$ cat src/rtl/play_reporter_pkg.sv
// play_reporter_pkg: shared constants, button-to-ASCII table, transmit FSM
// state encoding and message-length helper for play_reporter.
package play_reporter_pkg;

   localparam logic [6:0] ASCII_HASH   = 7'h23;
   localparam logic [6:0] ASCII_DOLLAR = 7'h24;
   localparam logic [6:0] ASCII_ZERO   = 7'h30;

   localparam int BTN_TABLE_SIZE = 16;

   // Button index -> ASCII. Index 0 is the highest-priority button.
   localparam logic [6:0] BTN_ASCII [0:BTN_TABLE_SIZE-1] = '{
      7'h4A, 7'h5A, 7'h59, 7'h52,   // J Z Y R
      7'h4C, 7'h41, 7'h42, 7'h43,   // L A B C
      7'h44, 7'h45, 7'h46, 7'h47,   // D E F G
      7'h48, 7'h49, 7'h4B, 7'h4D    // H I K M
   };

   typedef enum logic [2:0] {
      ST_IDLE  = 3'd0,
      ST_LOAD  = 3'd1,
      ST_START = 3'd2,
      ST_WAIT  = 3'd3,
      ST_NEXT  = 3'd4
   } tx_state_e;

   // Message is <btn> '$' <digits> '#'.
   function automatic int msg_len(input int pos_digits);
      return pos_digits + 3;
   endfunction

endpackage

$ cat src/rtl/tx_serial_7E1.sv
// tx_serial_7E1: one-character 7E1 serial transmitter.
// Frame = start(0), 7 data bits LSB first, even parity, stop(1).
// A 'partida' pulse while idle launches a frame; 'pronto' pulses for one
// cycle once the stop bit has completed. The line idles high.
module tx_serial_7E1 #(
   parameter int CLKS_PER_BIT = 4
) (
   input  logic       clock,
   input  logic       reset,
   input  logic       partida,
   input  logic [6:0] dados_ascii,
   output logic       saida_serial,
   output logic       pronto
);

   localparam int TICK_W = (CLKS_PER_BIT > 1) ? $clog2(CLKS_PER_BIT) : 1;

   logic              active_q, active_d;
   logic [9:0]        shift_q, shift_d;
   logic [3:0]        bit_q, bit_d;
   logic [TICK_W-1:0] tick_q, tick_d;
   logic              serial_q, serial_d;
   logic              pronto_q, pronto_d;

   // Next-state: load a frame on partida, then step one bit per bit period.
   always_comb begin
      active_d = active_q;
      shift_d  = shift_q;
      bit_d    = bit_q;
      tick_d   = tick_q;
      serial_d = serial_q;
      pronto_d = 1'b0;
      if (!active_q) begin
         serial_d = 1'b1;
         if (partida) begin
            shift_d  = {1'b1, ^dados_ascii, dados_ascii, 1'b0};
            serial_d = 1'b0;
            active_d = 1'b1;
            bit_d    = 4'd0;
            tick_d   = '0;
         end else begin
            shift_d = shift_q;
         end
      end else begin
         if (tick_q == TICK_W'(CLKS_PER_BIT - 1)) begin
            tick_d = '0;
            if (bit_q == 4'd9) begin
               active_d = 1'b0;
               serial_d = 1'b1;
               pronto_d = 1'b1;
            end else begin
               bit_d    = bit_q + 4'd1;
               shift_d  = {1'b1, shift_q[9:1]};
               serial_d = shift_q[1];
            end
         end else begin
            tick_d = tick_q + 1'b1;
         end
      end
   end

   // State register with synchronous reset; line forced high on reset.
   always_ff @(posedge clock) begin
      if (reset) begin
         active_q <= 1'b0;
         shift_q  <= 10'h3FF;
         bit_q    <= 4'd0;
         tick_q   <= '0;
         serial_q <= 1'b1;
         pronto_q <= 1'b0;
      end else begin
         active_q <= active_d;
         shift_q  <= shift_d;
         bit_q    <= bit_d;
         tick_q   <= tick_d;
         serial_q <= serial_d;
         pronto_q <= pronto_d;
      end
   end

   assign saida_serial = serial_q;
   assign pronto       = pronto_q;

endmodule

$ cat src/rtl/play_reporter.sv
// play_reporter: captures a player action (one-hot buttons + position),
// formats it as "<btn>$<digits>#", optionally compares it against an
// expected message, queues it and transmits it over a 7E1 serial line.
// Optional feature macro: PLAY_REPORTER_CHECK_EN (comparator and
// acertou/acertou_valid registers; when undefined both outputs are 0).
module play_reporter
   import play_reporter_pkg::*;
#(
   parameter int N_BUTTONS   = 9,
   parameter int POS_W       = 4,
   parameter int POS_DIGITS  = 2,
   parameter int QUEUE_DEPTH = 4
) (
   input  logic                               clock,
   input  logic                               reset,
   input  logic                               registra,
   input  logic [N_BUTTONS-1:0]               botoes,
   input  logic [POS_W-1:0]                   pos,
   input  logic [7*(POS_DIGITS+3)-1:0]        expected,
   output logic                               serial,
   output logic                               busy,
   output logic [7*(POS_DIGITS+3)-1:0]        resposta,
   output logic                               acertou,
   output logic                               acertou_valid,
   output logic                               overflow,
   output logic [$clog2(QUEUE_DEPTH):0]       ocupacao
);

   localparam int MSG_LEN = msg_len(POS_DIGITS);
   localparam int MSG_W   = 7 * MSG_LEN;
   localparam int PTR_W   = (QUEUE_DEPTH > 1) ? $clog2(QUEUE_DEPTH) : 1;
   localparam int CNT_W   = $clog2(QUEUE_DEPTH) + 1;
   localparam int IDX_W   = $clog2(MSG_LEN);
   localparam int ENT_W   = 7 + POS_W;

   // Character c sits at bits [(MSG_LEN-1-c)*7 +: 7]; character 0 in MSBs.
   function automatic logic [MSG_W-1:0] build_msg(input logic [6:0]       b,
                                                  input logic [POS_W-1:0] p);
      logic [MSG_W-1:0] m;
      int               v;
      m = '0;
      v = int'(p);
      m[MSG_W-1 -: 7] = b;
      m[MSG_W-8 -: 7] = ASCII_DOLLAR;
      for (int i = 0; i < POS_DIGITS; i++) begin
         m[(i+1)*7 +: 7] = ASCII_ZERO + 7'(v % 10);
         v = v / 10;
      end
      m[6:0] = ASCII_HASH;
      return m;
   endfunction

   logic [6:0]        btn_ascii_s;
   logic              btn_valid_s;
   logic [MSG_W-1:0]  capture_msg_s;
   logic              capture_s, full_s, pop_s, push_s, drop_s;

   logic [ENT_W-1:0]  mem_q [QUEUE_DEPTH];
   logic [PTR_W-1:0]  wr_ptr_q, rd_ptr_q;
   logic [CNT_W-1:0]  count_q, count_d;
   logic              busy_q, overflow_q;
   logic [MSG_W-1:0]  resposta_q;

   tx_state_e         state_q, state_d;
   logic [IDX_W-1:0]  idx_q, idx_d;
   logic [ENT_W-1:0]  hold_q, hold_d;
   logic [MSG_W-1:0]  tx_msg_s;
   logic [6:0]        tx_char_s;
   logic              tx_partida_s, tx_pronto_s, tx_serial_s;

   // Priority encode: walking down from the top leaves the lowest set index.
   always_comb begin
      btn_ascii_s = 7'h00;
      for (int i = N_BUTTONS - 1; i >= 0; i--) begin
         btn_ascii_s = botoes[i] ? BTN_ASCII[i] : btn_ascii_s;
      end
   end

   assign btn_valid_s   = |botoes;
   assign capture_msg_s = build_msg(btn_ascii_s, pos);
   assign capture_s     = registra & btn_valid_s;
   assign full_s        = (count_q == CNT_W'(QUEUE_DEPTH));
   assign pop_s         = (state_q == ST_LOAD);
   // A simultaneous pop frees a slot, so a push into a full queue still fits.
   assign push_s        = capture_s & (~full_s | pop_s);
   assign drop_s        = capture_s & full_s & ~pop_s;
   assign count_d       = count_q + CNT_W'(push_s) - CNT_W'(pop_s);

   // Queue storage, pointers, fill count, capture result and status flags.
   always_ff @(posedge clock) begin
      if (reset) begin
         for (int i = 0; i < QUEUE_DEPTH; i++) begin
            mem_q[i] <= '0;
         end
         wr_ptr_q   <= '0;
         rd_ptr_q   <= '0;
         count_q    <= '0;
         busy_q     <= 1'b0;
         overflow_q <= 1'b0;
         resposta_q <= '0;
      end else begin
         if (push_s) begin
            mem_q[wr_ptr_q] <= {btn_ascii_s, pos};
            wr_ptr_q        <= wr_ptr_q + 1'b1;
         end
         if (pop_s) begin
            rd_ptr_q <= rd_ptr_q + 1'b1;
         end
         if (capture_s) begin
            resposta_q <= capture_msg_s;
         end
         if (drop_s) begin
            overflow_q <= 1'b1;
         end
         count_q <= count_d;
         busy_q  <= (count_d != '0) | (state_d != ST_IDLE);
      end
   end

   // Transmit sequencer: pop a message, then launch and await each character.
   always_comb begin
      state_d = state_q;
      idx_d   = idx_q;
      hold_d  = hold_q;
      case (state_q)
         ST_IDLE:  state_d = (count_q != '0) ? ST_LOAD : ST_IDLE;
         ST_LOAD: begin
            hold_d  = mem_q[rd_ptr_q];
            idx_d   = '0;
            state_d = ST_START;
         end
         ST_START: state_d = ST_WAIT;
         ST_WAIT:  state_d = tx_pronto_s ? ST_NEXT : ST_WAIT;
         ST_NEXT: begin
            if (idx_q == IDX_W'(MSG_LEN - 1)) begin
               state_d = ST_IDLE;
            end else begin
               idx_d   = idx_q + 1'b1;
               state_d = ST_START;
            end
         end
         default:  state_d = ST_IDLE;
      endcase
   end

   // Sequencer state, character index and holding register.
   always_ff @(posedge clock) begin
      if (reset) begin
         state_q <= ST_IDLE;
         idx_q   <= '0;
         hold_q  <= '0;
      end else begin
         state_q <= state_d;
         idx_q   <= idx_d;
         hold_q  <= hold_d;
      end
   end

   assign tx_msg_s     = build_msg(hold_q[ENT_W-1 -: 7], hold_q[POS_W-1:0]);
   assign tx_partida_s = (state_q == ST_START);

   // Select the character at the current index of the held message.
   always_comb begin
      tx_char_s = ASCII_HASH;
      for (int c = 0; c < MSG_LEN; c++) begin
         tx_char_s = (idx_q == IDX_W'(c)) ? tx_msg_s[(MSG_LEN-1-c)*7 +: 7] : tx_char_s;
      end
   end

   tx_serial_7E1 u_tx (
      .clock        (clock),
      .reset        (reset),
      .partida      (tx_partida_s),
      .dados_ascii  (tx_char_s),
      .saida_serial (tx_serial_s),
      .pronto       (tx_pronto_s)
   );

`ifdef PLAY_REPORTER_CHECK_EN
   logic acertou_q, acertou_valid_q;

   // Comparison result of the latest valid capture and its update strobe.
   always_ff @(posedge clock) begin
      if (reset) begin
         acertou_q       <= 1'b0;
         acertou_valid_q <= 1'b0;
      end else begin
         acertou_valid_q <= capture_s;
         if (capture_s) begin
            acertou_q <= (expected == capture_msg_s);
         end
      end
   end

   assign acertou       = acertou_q;
   assign acertou_valid = acertou_valid_q;
`else
   logic unused_expected_s;
   assign unused_expected_s = ^expected;
   assign acertou           = 1'b0;
   assign acertou_valid     = 1'b0;
`endif

   assign serial   = tx_serial_s;
   assign busy     = busy_q;
   assign resposta = resposta_q;
   assign overflow = overflow_q;
   assign ocupacao = count_q;

endmodule

$ cat config.mk
export PLATFORM = sky130hd
export DESIGN_NAME = play_reporter
export DESIGN_NICKNAME = d
export VERILOG_FILES = /design/src/rtl/play_reporter_pkg.sv /design/src/rtl/tx_serial_7E1.sv /design/src/rtl/play_reporter.sv
export SDC_FILE = /design/constraint.sdc
export NUM_CORES = 1
export LEC_CHECK = 0
export ABC_AREA = 1
export CORE_UTILIZATION = 55
export CTS_BUF_LIST = sky130_fd_sc_hd__clkbuf_4
export CTS_CLUSTER_DIAMETER = 80
export DETAILED_ROUTE_END_ITERATION = 12
export GPL_TIMING_DRIVEN = 0
export PLACE_DENSITY_LB_ADDON = 0.12
export RECOVER_POWER = 100
export SKIP_LAST_GASP = 1
export SLEW_MARGIN = 20
export SYNTH_ARGS = -nofsm -noshare
export SYNTH_HDL_FRONTEND = slang
export SYNTH_SLANG_ARGS = --single-unit
export TNS_END_PERCENT = 30
$ cat constraint.sdc
create_clock -name clock -period 7.3 [get_ports clock]
set_clock_uncertainty 0.05 [all_clocks]
set_input_delay 1.46 -clock clock [delete_from_list [all_inputs] [get_ports clock]]
set_output_delay 1.46 -clock clock [all_outputs]
set_load 0.01 [all_outputs]
==> results.py <==
metrics = {
    "finish": {
        "area_growth_pct": 14.4,
        "drive_gt1_share_pct": 8.62,
        "layout.nets": 736,
        "finalNonFillerCells": 778,
        "diodes": 0,
    },
    "die": {
        "top_level_ports": 94,
        "die_width_um": 96.1,
        "core-area_um2": 8380,
        "dieArea_um2": 9240,
        "start_util_pct": 58.1,
        "die_h_um": 96.1,
        "rows": 33,
    },
    "setup_path": {
        "cp-start-kind": "input pin",
        "reg2regPathDepth": 11,
        "crit_path_max_fanout": 10,
        "critPathArrivalTime_ns": 4.39,
        "crit_type": "in -> reg",
        "critPathCaptureType": "flip-flop",
        "critPathRequiredTime_ns": 7.33,
    },
    "timing": {
        "slew_headroom_pct": 43.0,
        "grt_setup_unrepaired": "no",
        "fin_ws_ns": 2.94,
        "hold_viol_final": 0,
        "setup_tns_ns": 0,
        "setup_viol": 0,
        "hold_ws_ns": 0.427,
        "drv_slew": 0,
        "fmax_mhz": 229,
        "finalCriticalPeriod_ns": 4.36,
        "worstMarginPinSlew_ns": 0.846,
        "post-route-period-util_pct": 59.7,
    },
    "clock_network": {
        "clk_latency_ns": 0.46,
        "cts.clk_slew.worst_paths_ns": 0.15,
        "cts_setup_buffers": 0,
        "htree_levels": 3,
        "ctsResizeCount": 0,
        "cts_hold_buffers": 0,
        "clock_sinks": 97,
        "cts_tree": "yes",
        "cts_buffer_depth": 2,
        "clk_root_buffer_cell": "clkbuf_4",
        "numCtsBuffers": 9,
    },
    "run": {
        "drv_cap": 0,
    },
    "yosys": {
        "synthCells": 599,
        "yosys-top-cells-count": "nor2_1 (112), inv_1 (75), nand2_1 (75), dfxtp_1 (57), o21ai_0 (47)",
        "synth_area_leaders": "edfxtp_1 (25%), dfxtp_1 (23%), nor2_1 (8.6%), inv_1 (5.8%), nand2_1 (5.8%)",
        "synth_cell_types": 44,
        "synth_ff_type": "dfxtp_1",
        "yosysTopAreaCellShare_pct": 24.7,
        "async_flop_share_pct": 0,
        "synth_area_um2": 4870,
        "synth_most_common_cell": "nor2_1",
        "ys_warn_count": 0,
        "ys_ff_latch": 97,
        "synth_edf_count": 40,
        "avgSynthCellArea_um2": 8.13,
        "yosysSeqAreaShare_pct": 48.1,
        "yosysTopAreaCell": "edfxtp_1",
    },
    "global_routing": {
        "grt_usage_pct": 25.7,
        "grt_pass1_wl_um": 17800,
        "grt.overflow.total": 0,
        "grt_max_degree": 18,
        "antenna_found_initial": 0,
        "grt_pass1_vias": 3865,
    },
    "power": {
        "power.internal_uw": 978,
        "p_total_mw": 1.56,
        "p_sw_share_pct": 37.4,
        "p_leak_nw": 2.61,
        "p_comb_share_pct": 35.3,
        "p_per_area_nw_per_um2": 281,
        "seq_power_share_pct": 45.9,
        "vdd_ir_drop_max_v": 0.000168,
        "pwr-share-clk_pct": 18.8,
        "switching_power_uw": 585,
    },
    "min_path": {
        "hold_depth": 1,
        "hold_class": "reg -> reg",
    },
    "routing": {
        "drt_first_pass_iters": 5,
        "route.detailed.drc": 0,
        "wl_um": 10700,
        "drtAntennaViolNets": 0,
        "dr.first_iter.drc_count": 187,
        "wl_per_cell_um": 13.8,
        "via_per_inst": 5.18,
        "routed-via-count": 4033,
    },
    "placement": {
        "pre_cts_ws_ns": 3.23,
        "place_congestion": 0.870,
        "dp_hpwl_um": 7800,
        "placed_cells": 762,
        "io_buffers": 41,
    },
    "outcome": {
        "run_status": "finished clean",
    },
}
## placed cells by master (no fill, tap or decap), types with 18 or more instances in the layout
cell type      Yosys  routed
nor2_1           112     113
inv_1             75      78
nand2_1           75      77
dfxtp_1           57      57
o21ai_0           47      47
edfxtp_1          40      40
a21oi_1           33      33
dlygate4sd3_1      0      27
nand3_1           22      22
buf_4             23      22
clkbuf_1          13      20
conb_1             2      18
## power by group through the flow
stage          clock network, mW  logic, mW  registers (mW)
2_1_floorplan                  0      0.396           0.721
3_3_place_gp                   0      0.544           0.725
3_5_place_dp                   0      0.559           0.728
4_1_cts                    0.299      0.563           0.717
5_1_grt                    0.319      0.637           0.729
6_report                   0.294      0.552           0.717
## worst paths after layout
path,endpoint,slack [ns],startpoint
setup / recovery,mem_q[0][0]$_SDFFCE_PN0P_,2.94,botoes[2]
hold / removal,u_tx.tick_q[0]$_SDFFE_PP0P_,0.43,u_tx.tick_q[0]$_SDFFE_PP0P_
setup reg to reg,busy$_SDFF_PP0_,4.77,state_q[0]$_SDFF_PP0_
hold reg to reg,u_tx.tick_q[0]$_SDFFE_PP0P_,0.43,u_tx.tick_q[0]$_SDFFE_PP0P_
## metal layers
layer | up-vias | part of all wire [%] | global-route usage, % | wire, µm
met3 | 24 | 5.8 | 5.21 | 626
met1 | 1829 | 47 | 33.2 | 5000
li1 | 2046 | - | - | -
met4 | 0 | 2.1 | 9.83 | 223
met5 | - | 0 | 0 | 0
met2 | 134 | 45 | 42.6 | 4860
## per-stage QoR
stage / util [%] / instance area, µm²
after floorplan: - / 4930
after global placement: 65.3 / 5470
after detailed placement: 65.4 / 5480
after CTS: 67.1 / 5620
after global routing: 66.5 / 5570
final: 66.5 / 5570
## state kept, by name, indices dropped and copies added (netlist names)
register,cells
busy,1
rd_ptr_q,2
idx_q,3
u_tx.shift_q,8
u_tx.active_q,1
u_tx.saida_serial,1
overflow,1
resposta,15
u_tx.bit_q,4
u_tx.pronto,1
mem_q,40
ocupacao,3
state_q,3
u_tx.tick_q,2
wr_ptr_q,2
hold_q,10
## critical path: stages
cell and delay [ns]:
dlygate4sd3_1 0.58, or2_0 0.27, nor2_2 0.12, nand3_2 0.08, nand2_1 0.19, clkinvlp_2 0.29
nand2_4 0.13, inv_1 0.06, nand2_1 0.11, nor2_1 0.09, nand2_2 0.07, clkbuf_1 0.46
nand2_1 0.49
## layout make-up
class                           instances  area (µm²)
Fill cell                             688        2810
Sequential cell                        97        2340
Clock inverter                          6        66.3
Multi-Input combinational cell        390        1970
Clock buffer                           10        75.1
Timing Repair Buffer                   42         414
Buffer                                 45         256
Tap cell                              105         131
Inverter                               83         313
## cells by family (layout without fill, tap and decap cells)
family	after synthesis	in the layout	synth area share (%)
AOI/OAI and AO/OA	104	104	12.0
other	2	18	0.154
DFF	97	97	48.1
adders and majority gates	17	17	4.52
and+or+nand+nor	243	243	21.4
muxes	4	4	0.822
xor gates and xnor gates	4	4	0.719
buffers and inverters	128	186	12.3
No activity file was read; power rests on OpenSTA's default activity.
